File: src/rtl/lights_out_pkg.sv
// lights_out_pkg
// Shared definitions for the Lights Out game sequencer:
//   - default board dimensions
//   - LFSR feedback mask for x^16+x^14+x^13+x^11+1 (right-shifting Galois form)
//   - FSM state enum and toggle-slot enum
//   - cell_idx(): flattened board bit index, row*cols + col
package lights_out_pkg;

  localparam int DEF_ROWS = 5;
  localparam int DEF_COLS = 5;

  localparam logic [15:0] LFSR_TAPS = 16'hB400;

  typedef enum logic [2:0] {
    ST_IDLE,
    ST_CLEAR,
    ST_PICK,
    ST_APPLY,
    ST_CHECK,
    ST_WON
  } state_t;

  // Order of the single-cell toggles that make up one move
  typedef enum logic [2:0] {
    SL_CENTRE,
    SL_UP,
    SL_DOWN,
    SL_LEFT,
    SL_RIGHT
  } slot_t;

  function automatic int cell_idx(input int row, input int col, input int cols);
    return row * cols + col;
  endfunction

endpackage

File: src/rtl/lights_out_lfsr.sv
// lights_out_lfsr
// 16-bit Galois LFSR (x^16+x^14+x^13+x^11+1) used to pick scramble targets.
// Ports:
//   clk   in   clock
//   rst_n in   asynchronous active-low reset, loads SEED
//   ena   in   advance one step per cycle while high
//   lfsr  out  current register value
module lights_out_lfsr
  import lights_out_pkg::*;
#(
  parameter logic [15:0] SEED = 16'hACE1
) (
  input  logic        clk,
  input  logic        rst_n,
  input  logic        ena,
  output logic [15:0] lfsr
);

  always_ff @(posedge clk or negedge rst_n) begin
    if (!rst_n) begin
      lfsr <= SEED;
    end else if (ena) begin
      lfsr <= {1'b0, lfsr[15:1]} ^ (lfsr[0] ? LFSR_TAPS : 16'h0000);
    end
  end

endmodule

File: src/rtl/lights_out_game_ctrl.sv
// lights_out_game_ctrl
// Game sequencer: owns the board register and cursor, applies each press as
// five timed single-cell toggles (centre, up, down, left, right), scrambles new
// games from an LFSR, counts user moves and flags the solved state.
// Ports:
//   clk, rst_n           clock, asynchronous active-low reset
//   ena                  low freezes all state and ignores inputs
//   btn_up/down/left/right  cursor move pulses (wrap-around)
//   btn_sel              press the cell under the cursor
//   new_game             clear and scramble
//   board_o              cell state, bit row*COLS+col, 1 = lit
//   cursor_row/col       cursor position
//   busy                 move or scramble in progress
//   solved               last user move left the board dark
//   move_count           user moves since new game, saturating at 255
module lights_out_game_ctrl
  import lights_out_pkg::*;
#(
  parameter int          ROWS           = DEF_ROWS,
  parameter int          COLS           = DEF_COLS,
  parameter int          SCRAMBLE_MOVES = 8,
  parameter logic [15:0] LFSR_SEED      = 16'hACE1
) (
  input  logic                 clk,
  input  logic                 rst_n,
  input  logic                 ena,
  input  logic                 btn_up,
  input  logic                 btn_down,
  input  logic                 btn_left,
  input  logic                 btn_right,
  input  logic                 btn_sel,
  input  logic                 new_game,
  output logic [ROWS*COLS-1:0] board_o,
  output logic [2:0]           cursor_row,
  output logic [2:0]           cursor_col,
  output logic                 busy,
  output logic                 solved,
  output logic [7:0]           move_count
);

  localparam int CELLS = ROWS * COLS;
  localparam int IDX_W = $clog2(CELLS);

  state_t           state;
  slot_t            slot;
  logic             src_user;
  logic [2:0]       tgt_row;
  logic [2:0]       tgt_col;
  logic [7:0]       remaining;
  logic [15:0]      lfsr;
  logic             lfsr_unused;
  logic [CELLS-1:0] tog_mask;
  int               nbr_row;
  int               nbr_col;

  lights_out_lfsr #(
    .SEED(LFSR_SEED)
  ) u_lfsr (
    .clk  (clk),
    .rst_n(rst_n),
    .ena  (ena),
    .lfsr (lfsr)
  );

  // Only the low byte feeds target selection
  assign lfsr_unused = ^lfsr[15:8];

  // Cell addressed by the current slot; off-board neighbours produce an
  // empty mask so the slot still costs its cycle but writes nothing.
  always_comb begin
    nbr_row  = int'(tgt_row);
    nbr_col  = int'(tgt_col);
    tog_mask = '0;
    case (slot)
      SL_UP:    nbr_row = nbr_row - 1;
      SL_DOWN:  nbr_row = nbr_row + 1;
      SL_LEFT:  nbr_col = nbr_col - 1;
      SL_RIGHT: nbr_col = nbr_col + 1;
      default:  ;
    endcase
    if (state == ST_APPLY && nbr_row >= 0 && nbr_row < ROWS &&
        nbr_col >= 0 && nbr_col < COLS) begin
      tog_mask[IDX_W'(cell_idx(nbr_row, nbr_col, COLS))] = 1'b1;
    end
  end

  always_ff @(posedge clk or negedge rst_n) begin
    if (!rst_n) begin
      state      <= ST_IDLE;
      slot       <= SL_CENTRE;
      src_user   <= 1'b0;
      tgt_row    <= 3'd0;
      tgt_col    <= 3'd0;
      remaining  <= 8'd0;
      board_o    <= '0;
      cursor_row <= 3'(ROWS / 2);
      cursor_col <= 3'(COLS / 2);
      busy       <= 1'b0;
      solved     <= 1'b0;
      move_count <= 8'd0;
    end else if (ena) begin
      case (state)
        ST_IDLE: begin
          // Priority: new_game > btn_sel > up > down > left > right
          if (new_game) begin
            state <= ST_CLEAR;
            busy  <= 1'b1;
          end else if (btn_sel) begin
            tgt_row  <= cursor_row;
            tgt_col  <= cursor_col;
            src_user <= 1'b1;
            slot     <= SL_CENTRE;
            state    <= ST_APPLY;
            busy     <= 1'b1;
          end else if (btn_up) begin
            cursor_row <= (cursor_row == 3'd0) ? 3'(ROWS - 1) : cursor_row - 3'd1;
          end else if (btn_down) begin
            cursor_row <= (cursor_row == 3'(ROWS - 1)) ? 3'd0 : cursor_row + 3'd1;
          end else if (btn_left) begin
            cursor_col <= (cursor_col == 3'd0) ? 3'(COLS - 1) : cursor_col - 3'd1;
          end else if (btn_right) begin
            cursor_col <= (cursor_col == 3'(COLS - 1)) ? 3'd0 : cursor_col + 3'd1;
          end
        end
        ST_CLEAR: begin
          board_o    <= '0;
          move_count <= 8'd0;
          solved     <= 1'b0;
          remaining  <= 8'(SCRAMBLE_MOVES);
          state      <= ST_PICK;
        end
        ST_PICK: begin
          tgt_row  <= 3'(int'(lfsr[3:0]) % ROWS);
          tgt_col  <= 3'(int'(lfsr[7:4]) % COLS);
          src_user <= 1'b0;
          slot     <= SL_CENTRE;
          state    <= ST_APPLY;
        end
        ST_APPLY: begin
          board_o <= board_o ^ tog_mask;
          if (slot == SL_RIGHT) begin
            state <= ST_CHECK;
          end else begin
            slot <= slot_t'(slot + 3'd1);
          end
        end
        ST_CHECK: begin
          if (src_user) begin
            if (move_count != 8'hFF) begin
              move_count <= move_count + 8'd1;
            end
            busy <= 1'b0;
            if (board_o == '0) begin
              solved <= 1'b1;
              state  <= ST_WON;
            end else begin
              state <= ST_IDLE;
            end
          end else if (remaining > 8'd1) begin
            remaining <= remaining - 8'd1;
            state     <= ST_PICK;
          end else begin
            // Scramble budget spent: a dark board earns extra random presses
            remaining <= 8'd0;
            if (board_o != '0) begin
              busy  <= 1'b0;
              state <= ST_IDLE;
            end else begin
              state <= ST_PICK;
            end
          end
        end
        ST_WON: begin
          if (new_game) begin
            state <= ST_CLEAR;
            busy  <= 1'b1;
          end
        end
        default: begin
          state <= ST_IDLE;
          busy  <= 1'b0;
        end
      endcase
    end
  end

endmodule

File: config.mk
export PLATFORM = sky130hd
export DESIGN_NAME = lights_out_game_ctrl
export DESIGN_NICKNAME = d
export VERILOG_FILES = /design/src/rtl/lights_out_pkg.sv /design/src/rtl/lights_out_lfsr.sv /design/src/rtl/lights_out_game_ctrl.sv
export SDC_FILE = /design/constraint.sdc
export NUM_CORES = 1
export LEC_CHECK = 0
export CAP_MARGIN = 10
export CELL_PAD_IN_SITES_DETAIL_PLACEMENT = 0
export CELL_PAD_IN_SITES_GLOBAL_PLACEMENT = 1
export CORE_MARGIN = 10
export CORE_UTILIZATION = 48
export CTS_CLUSTER_DIAMETER = 50
export DETAILED_ROUTE_END_ITERATION = 12
export GPL_TIMING_DRIVEN = 1
export HOLD_SLACK_MARGIN = 0.08
export PLACE_DENSITY = 0.85
export SYNTH_ARGS = -nofsm -noshare
export SYNTH_HDL_FRONTEND = slang
export SYNTH_SLANG_ARGS = --single-unit
File: constraint.sdc
create_clock -name clk -period 9.8 [get_ports clk]
set_clock_uncertainty 0.2 [all_clocks]
set_input_delay 0.98 -clock clk [delete_from_list [all_inputs] [get_ports clk]]
set_output_delay 0.98 -clock clk [all_outputs]
set_load 0.005 [all_outputs]
==> impl_metrics.tcl, run 1 <==
set metrics [dict create \
    fin_crit_sh_pct 47.6 \
    routedWlPerCell_microns 15.4 \
    cap_viol_max_count 0 \
    initial_core_util_pct 49.2 \
    yosysWarnings 0 \
    die_area_sq_mm 0.0150 \
    cp-end-kind "flop" \
    cts_max_level 3 \
    r2r_start "slot[1]" \
    grt_pass1_vias 3955 \
    cts.sinks 78 \
    dp_slack_ns 5.18 \
    clk_pin_slew_worst_paths_ns 0.09 \
    start_kind "flop" \
    setup_ws_ns 5.14 \
    cts_resized 0 \
    clkLatencyLatePin_ns 0.36 \
    hold_end "remaining[6]" \
    holdWs_ns 0.285 \
    n_fill_cell 933 \
    grt.overflow.total 0 \
    reg2reg_slack_ns 5.14 \
    synth-main-ff-cell "dfrtp_1" \
    wl_met3_microns 651 \
    drv_slew 0 \
    layout.nets 645 \
    hold_start "remaining[6]" \
    netlist_area_sq_mm 0.00506 \
    crit_start "slot[1]" \
    io_pins 50 \
    fmax_ghz 0.215 \
    wl_met2_mm 5.29 \
    netlist-cell-type-count 68 \
    status "finished clean" \
    worstPathRequired_ns 9.88 \
    fin_util_pct 56.8 \
    area_growth_pct 15.4 \
    numPortBuffers 49 \
    firstDrtPassIters 4 \
    via_count 4128 \
    yosysTopAreaCellShare_pct 33.6 \
    synthArstFlopShare_pct 100 \
    rsz0062_at_grt "no" \
    setup_viol 0 \
    cts_buffers 9 \
    synth_area_leaders "dfrtp_1 (34%), ha_1 (9.4%), dfstp_2 (5.2%)" \
    path_class "flop to flop" \
    reg2reg_depth 11 \
    clockBufferDepth 2 \
    dp_hpwl_mm 8.28 \
    root_buffer "clkbuf_8" \
    wirelength_mm 11.4 \
    drc 0 \
    whs_path_depth 1 \
    gp_congestion 0.875 \
    hold_violations 0 \
    timing.rr.end "board_o[2]" \
    syn-num-nets 606 \
    peakVddDrop_v 0.000207 \
    power.leakage_nw 2.54 \
    grt.total_usage_pct 15.2 \
    finalCriticalPeriod_ns 4.66 \
    power_density_mw_per_mm2 333 \
    crit_fanout 20 \
    synth_edf_count 0 \
    via_per_inst 5.60 \
    core_area_sq_mm 0.0103 \
    antenna_found_initial 0 \
    fin_tns_setup_ns 0 \
    post_cts_buffers 0 \
    synth_top_cell_by_area "dfrtp_1" \
    netlist_instances 557 \
    hold_path.class "flop to flop" \
    wl_met1_mm 5.25 \
    grt_pass1_wl_mm 18.9 \
    yosysSeqAreaShare_pct 38.8 \
    die_h_microns 123 \
    ant_nets 0 \
    maxSlewHeadroom_pct 35.5 \
    ys_seq_elements 78 \
    syn_avg_cell_area_sq_um 9.08 \
    cts_tree "built" \
    die_w_microns 123 \
    routed.top_layer "met4" \
    antenna_cells 0 \
    tightest_slew_ns 0.968 \
    drt_iter0_markers 290 \
    std_cell_rows 37 \
    postCtsHoldBufs 0 \
    grt_max_degree 79 \
    cp.arrival_ns 4.74 \
    drive_gt1_share_pct 7.82 \
]
[kinds of logic (layout without fill, tap and decap cells)]
logic type,after synthesis,after routing,synth area share (%)
fa+ha+maj,40,40,10.2
simple gates,205,205,21.1
compound gates,127,127,16.1
buf+inv,62,106,4.80
flops,78,78,38.8
mux,28,28,5.74
xor+xnor,17,17,3.22
[worst max-delay path by stage]
stage                  endpoint  cells past startpoint
detailed placement   board_o[2]                     11
global route         board_o[2]                     11
finish               board_o[2]                     11
floorplan           board_o[14]                     12
CTS                  board_o[2]                     11
global placement    board_o[10]                     11
[Yosys cell counts (all sizes together) (3+ instances only)]
cell and instances:
dfrtp 68, nand2 59, o21ai 49, ha 38, inv 38, nor2 37, a21oi 30, mux2i 20
nor4 19, nand2b 16, and2 14, clkbuf 14, nor3 14, dfstp 10, buf 9, o31ai 9
mux2 8, nor2b 8, xnor2 8, xor2 8, nand4 7, or4 7, nor3b 4, or3 4
a21o 3, and3 3, nand3 3, o41ai 3
[through the flow]
stage | cell area (sq um) | instances | power [mW]
after detailed placement | 5630 | 721 | 1.69
after CTS | 5840 | 737 | 1.95
after floorplan | 5060 | 557 | 1.37
after global routing | 5840 | 737 | 2.14
after global placement | 5630 | 721 | 1.65
final | 5840 | 737 | 1.94
[per-layer routing]
metal	vias up	global-route usage [%]
li1	2070	-
met2	80	24.7
met3	13	3.17
met4	0	6.33
met5	-	0
met1	1965	19.4
[registers in the layout (all words and copies together), names as in the netlist]
register,count
busy,1
state,3
board_o,25
remaining,8
cursor_row,3
tgt_col,3
cursor_col,3
src_user,1
move_count,8
slot,3
tgt_row,3
solved,1
u_lfsr.lfsr,16
[critical path, cell delays in order (launching register included)]
cell,delay (ns)
dfrtp_1,0.42
inv_1,0.09
ha_1,0.24
or4b_2,0.64
a21oi_1,0.33
ha_1,0.32
fa_1,0.49
ha_1,0.34
a21oi_1,0.18
xnor3_1,0.60
or4_1,0.59
a21oi_1,0.16
[final cells by class]
class	instances	area (sq um)	share of cell area (%)
tap	136	170	2.91
timing repair buffer	51	503	8.62
sequential	78	1960	33.6
clock inverter	7	80.1	1.37
inverter	39	146	2.51
clock buffer	9	124	2.12
multi-input combinational	417	2850	48.8
[cells in the final DEF, fill, tap and decap left out, types with 19 or more instances in the layout]
cell type and n:
dfrtp_1 68, nor2_1 37, nor4_1 19, a21oi_1 29, ha_1 38, nand2_1 59
clkdlybuf4s50_1 48, o21ai_0 49, inv_1 38, mux2i_1 20
[power breakdown]
part           total (mW)  leakage (nW)  switching (mW)  internal (mW)
Clock               0.254         0.103           0.132          0.122
Sequential          0.569          1.01           0.137          0.432
Combinational        1.12          1.42           0.652          0.470
Total                1.94          2.54           0.921           1.02
Power figures use the tool's default switching activity.
==> run 2, diff against run 1 <==
- CORE_UTILIZATION: 48 -> 40
- PLACE_DENSITY: 0.85 -> 0.76
- clock period: 9.8 -> 4.1 ns (I/O delays scaled with it)
==> run 2 against run 1 <==
Hold slack better by 0.0058 ns. Cell count is 6.8% higher. Critical path type unchanged. Flip-flop and latch count is the same. Sequential share of layout area down 1.9 points. Clock power grew to 3.4 times the previous value. Register-to-register slack got worse by 5.0 ns. Fmax increased by 18%. Wire length increased by 5.8%. First-iteration DRC count decreased by 36%.
==> impl_metrics.tcl, run 2 (synthesis gave the netlist of run 1 again) <==
set metrics [dict create \
    status "finished clean" \
    root_buffer "clkbuf_16" \
    crit_fanout 10 \
    grt_max_degree 79 \
    routedWlPerCell_microns 15.3 \
    antenna_found_initial 0 \
    core_area_sq_mm 0.0125 \
    reg.largest.list "board_o (25), u_lfsr.lfsr (16)" \
    peakVddDrop_v 0.000506 \
    final_cell_mix "dfrtp_1 (65), nand2_1 (59), o21ai_0 (49)" \
    grt.overflow.total 0 \
    mostFrequentLayoutCell "dfrtp_1" \
    firstDrtPassIters 4 \
    drive_gt1_share_pct 12.8 \
    grt.total_usage_pct 13.8 \
    area_growth_pct 22.7 \
    clk_pin_slew_worst_paths_ns 0.06 \
    stdcell_count 787 \
    power_density_mw_per_mm2 847 \
    die_area_sq_mm 0.0175 \
    drv_slew 0 \
    cts.sinks 78 \
    grt_pass1_vias 4061 \
    cp-end-kind "flop" \
    initial_core_util_pct 40.4 \
    io_pins 50 \
    n_fill_cell 1225 \
    fmax_ghz 0.252 \
    dp.cells 766 \
    via_count 4237 \
    power.leakage_nw 2.66 \
    finalPower_mw 5.25 \
    drt_iter0_markers 186 \
    worstPathRequired_ns 4.17 \
    die_h_microns 132 \
    fin_tns_setup_ns 0 \
    antenna_cells 0 \
    gp_congestion 0.833 \
    hold_path.class "flop to flop" \
    numPortBuffers 49 \
    whs_path_depth 1 \
    setup_viol 0 \
    reg2reg_depth 14 \
    cts_buffers 9 \
    grt_pass1_wl_mm 20.3 \
    cp.arrival_ns 4.04 \
    cts_max_level 3 \
    cap_viol_max_count 0 \
    regMostFlops "board_o" \
    rsz0062_at_grt "yes" \
    drc 0 \
    fin_crit_sh_pct 96.7 \
    clockBufferDepth 2 \
    finalCriticalPeriod_ns 3.96 \
    start_kind "flop" \
    dp_hpwl_mm 8.66 \
    die_w_microns 132 \
    via_per_inst 5.38 \
    wirelength_mm 12.0 \
    setup_ws_ns 0.136 \
    hold_violations 0 \
    largest_reg_flops 25 \
    std_cell_rows 41 \
    ant_nets 0 \
    path_class "flop to flop" \
    clkLatencyLatePin_ns 0.35 \
    tightest_slew_ns 1.11 \
    dp_slack_ns -0.0458 \
    maxSlewHeadroom_pct 25.7 \
    cts_tree "built" \
    layout.nets 660 \
]
run 2: cell count changes in the layout (fill, tap and decap cells not counted), moves of 3 or more:
cell       delta
a21oi_1       -4
a21oi_2       +3
buf_4        +11
clkbuf_16     +9
clkbuf_8      -9
dfrtp_1       -3
dfrtp_2       +3
ha_1          -3
ha_4          +3
run 2: what timing repair did:
item                       in CTS  in global routing
gates resized for setup         5                 15
hold buffers                    1                  0
buffers inserted                0                  3
pin swaps                       0                  7
setup endpoints to repair       7                 16
cloned                          0                  2
hold endpoints to repair        1                  0
run 2: final timing paths:
check,startpoint,endpoint,slack (ns)
max reg2reg,slot[1],board_o[12],0.14
min reg2reg,remaining[6],remaining[6],0.29
min,remaining[6],remaining[6],0.29
min in group asynchronous,rst_n,board_o[9],0.56
max,slot[1],board_o[12],0.14
max in group asynchronous,rst_n,tgt_row[1],2.41
run 2: critical path, stage by stage, from the launching register on:
cell and delay (ns):
dfrtp_2 0.43, buf_4 0.15, ha_4 0.17, a221o_1 0.32, a21oi_2 0.14, inv_1 0.06, ha_1 0.30, ha_1 0.33
ha_1 0.33, a21o_1 0.19, a21oi_2 0.14, xnor3_2 0.30, buf_2 0.23, nor4_1 0.39, mux2i_1 0.23
run 2: power by group:
group	switching [mW]	leakage (nW)	total, mW	internal [mW]
combinational	1.74	1.50	3.04	1.30
sequential	0.324	1.01	1.36	1.04
clock	0.324	0.152	0.853	0.529
total	2.39	2.66	5.25	2.87
run 2: area by class of cell:
class / instances / area, sq um / share of cell area, %
tap: 172 / 215 / 3.47
timing repair buffer: 66 / 617 / 9.94
inverter: 39 / 146 / 2.36
clock inverter: 6 / 86.3 / 1.39
sequential: 78 / 1970 / 31.7
clock buffer: 9 / 225 / 3.63
multi-input combinational: 417 / 2950 / 47.5
run 2: per-layer routing:
| layer | routed length [microns] | global-route usage (%) |
|---|---|---|
| met5 | 0 | 0 |
| met2 | 5540 | 22.0 |
| met1 | 5670 | 17.3 |
| met3 | 708 | 4.77 |
| met4 | 89 | 3.67 |
run 2: per-stage QoR:
stage	hold slack, ns	util, %	cell area (sq um)
finish	0.291	49.6	6200
global route	0.314	49.6	6200
CTS	0.295	48.8	6110
detailed placement	0.280	46.0	5760
global placement	0.269	46.0	5760
floorplan	-0.0856	-	5070
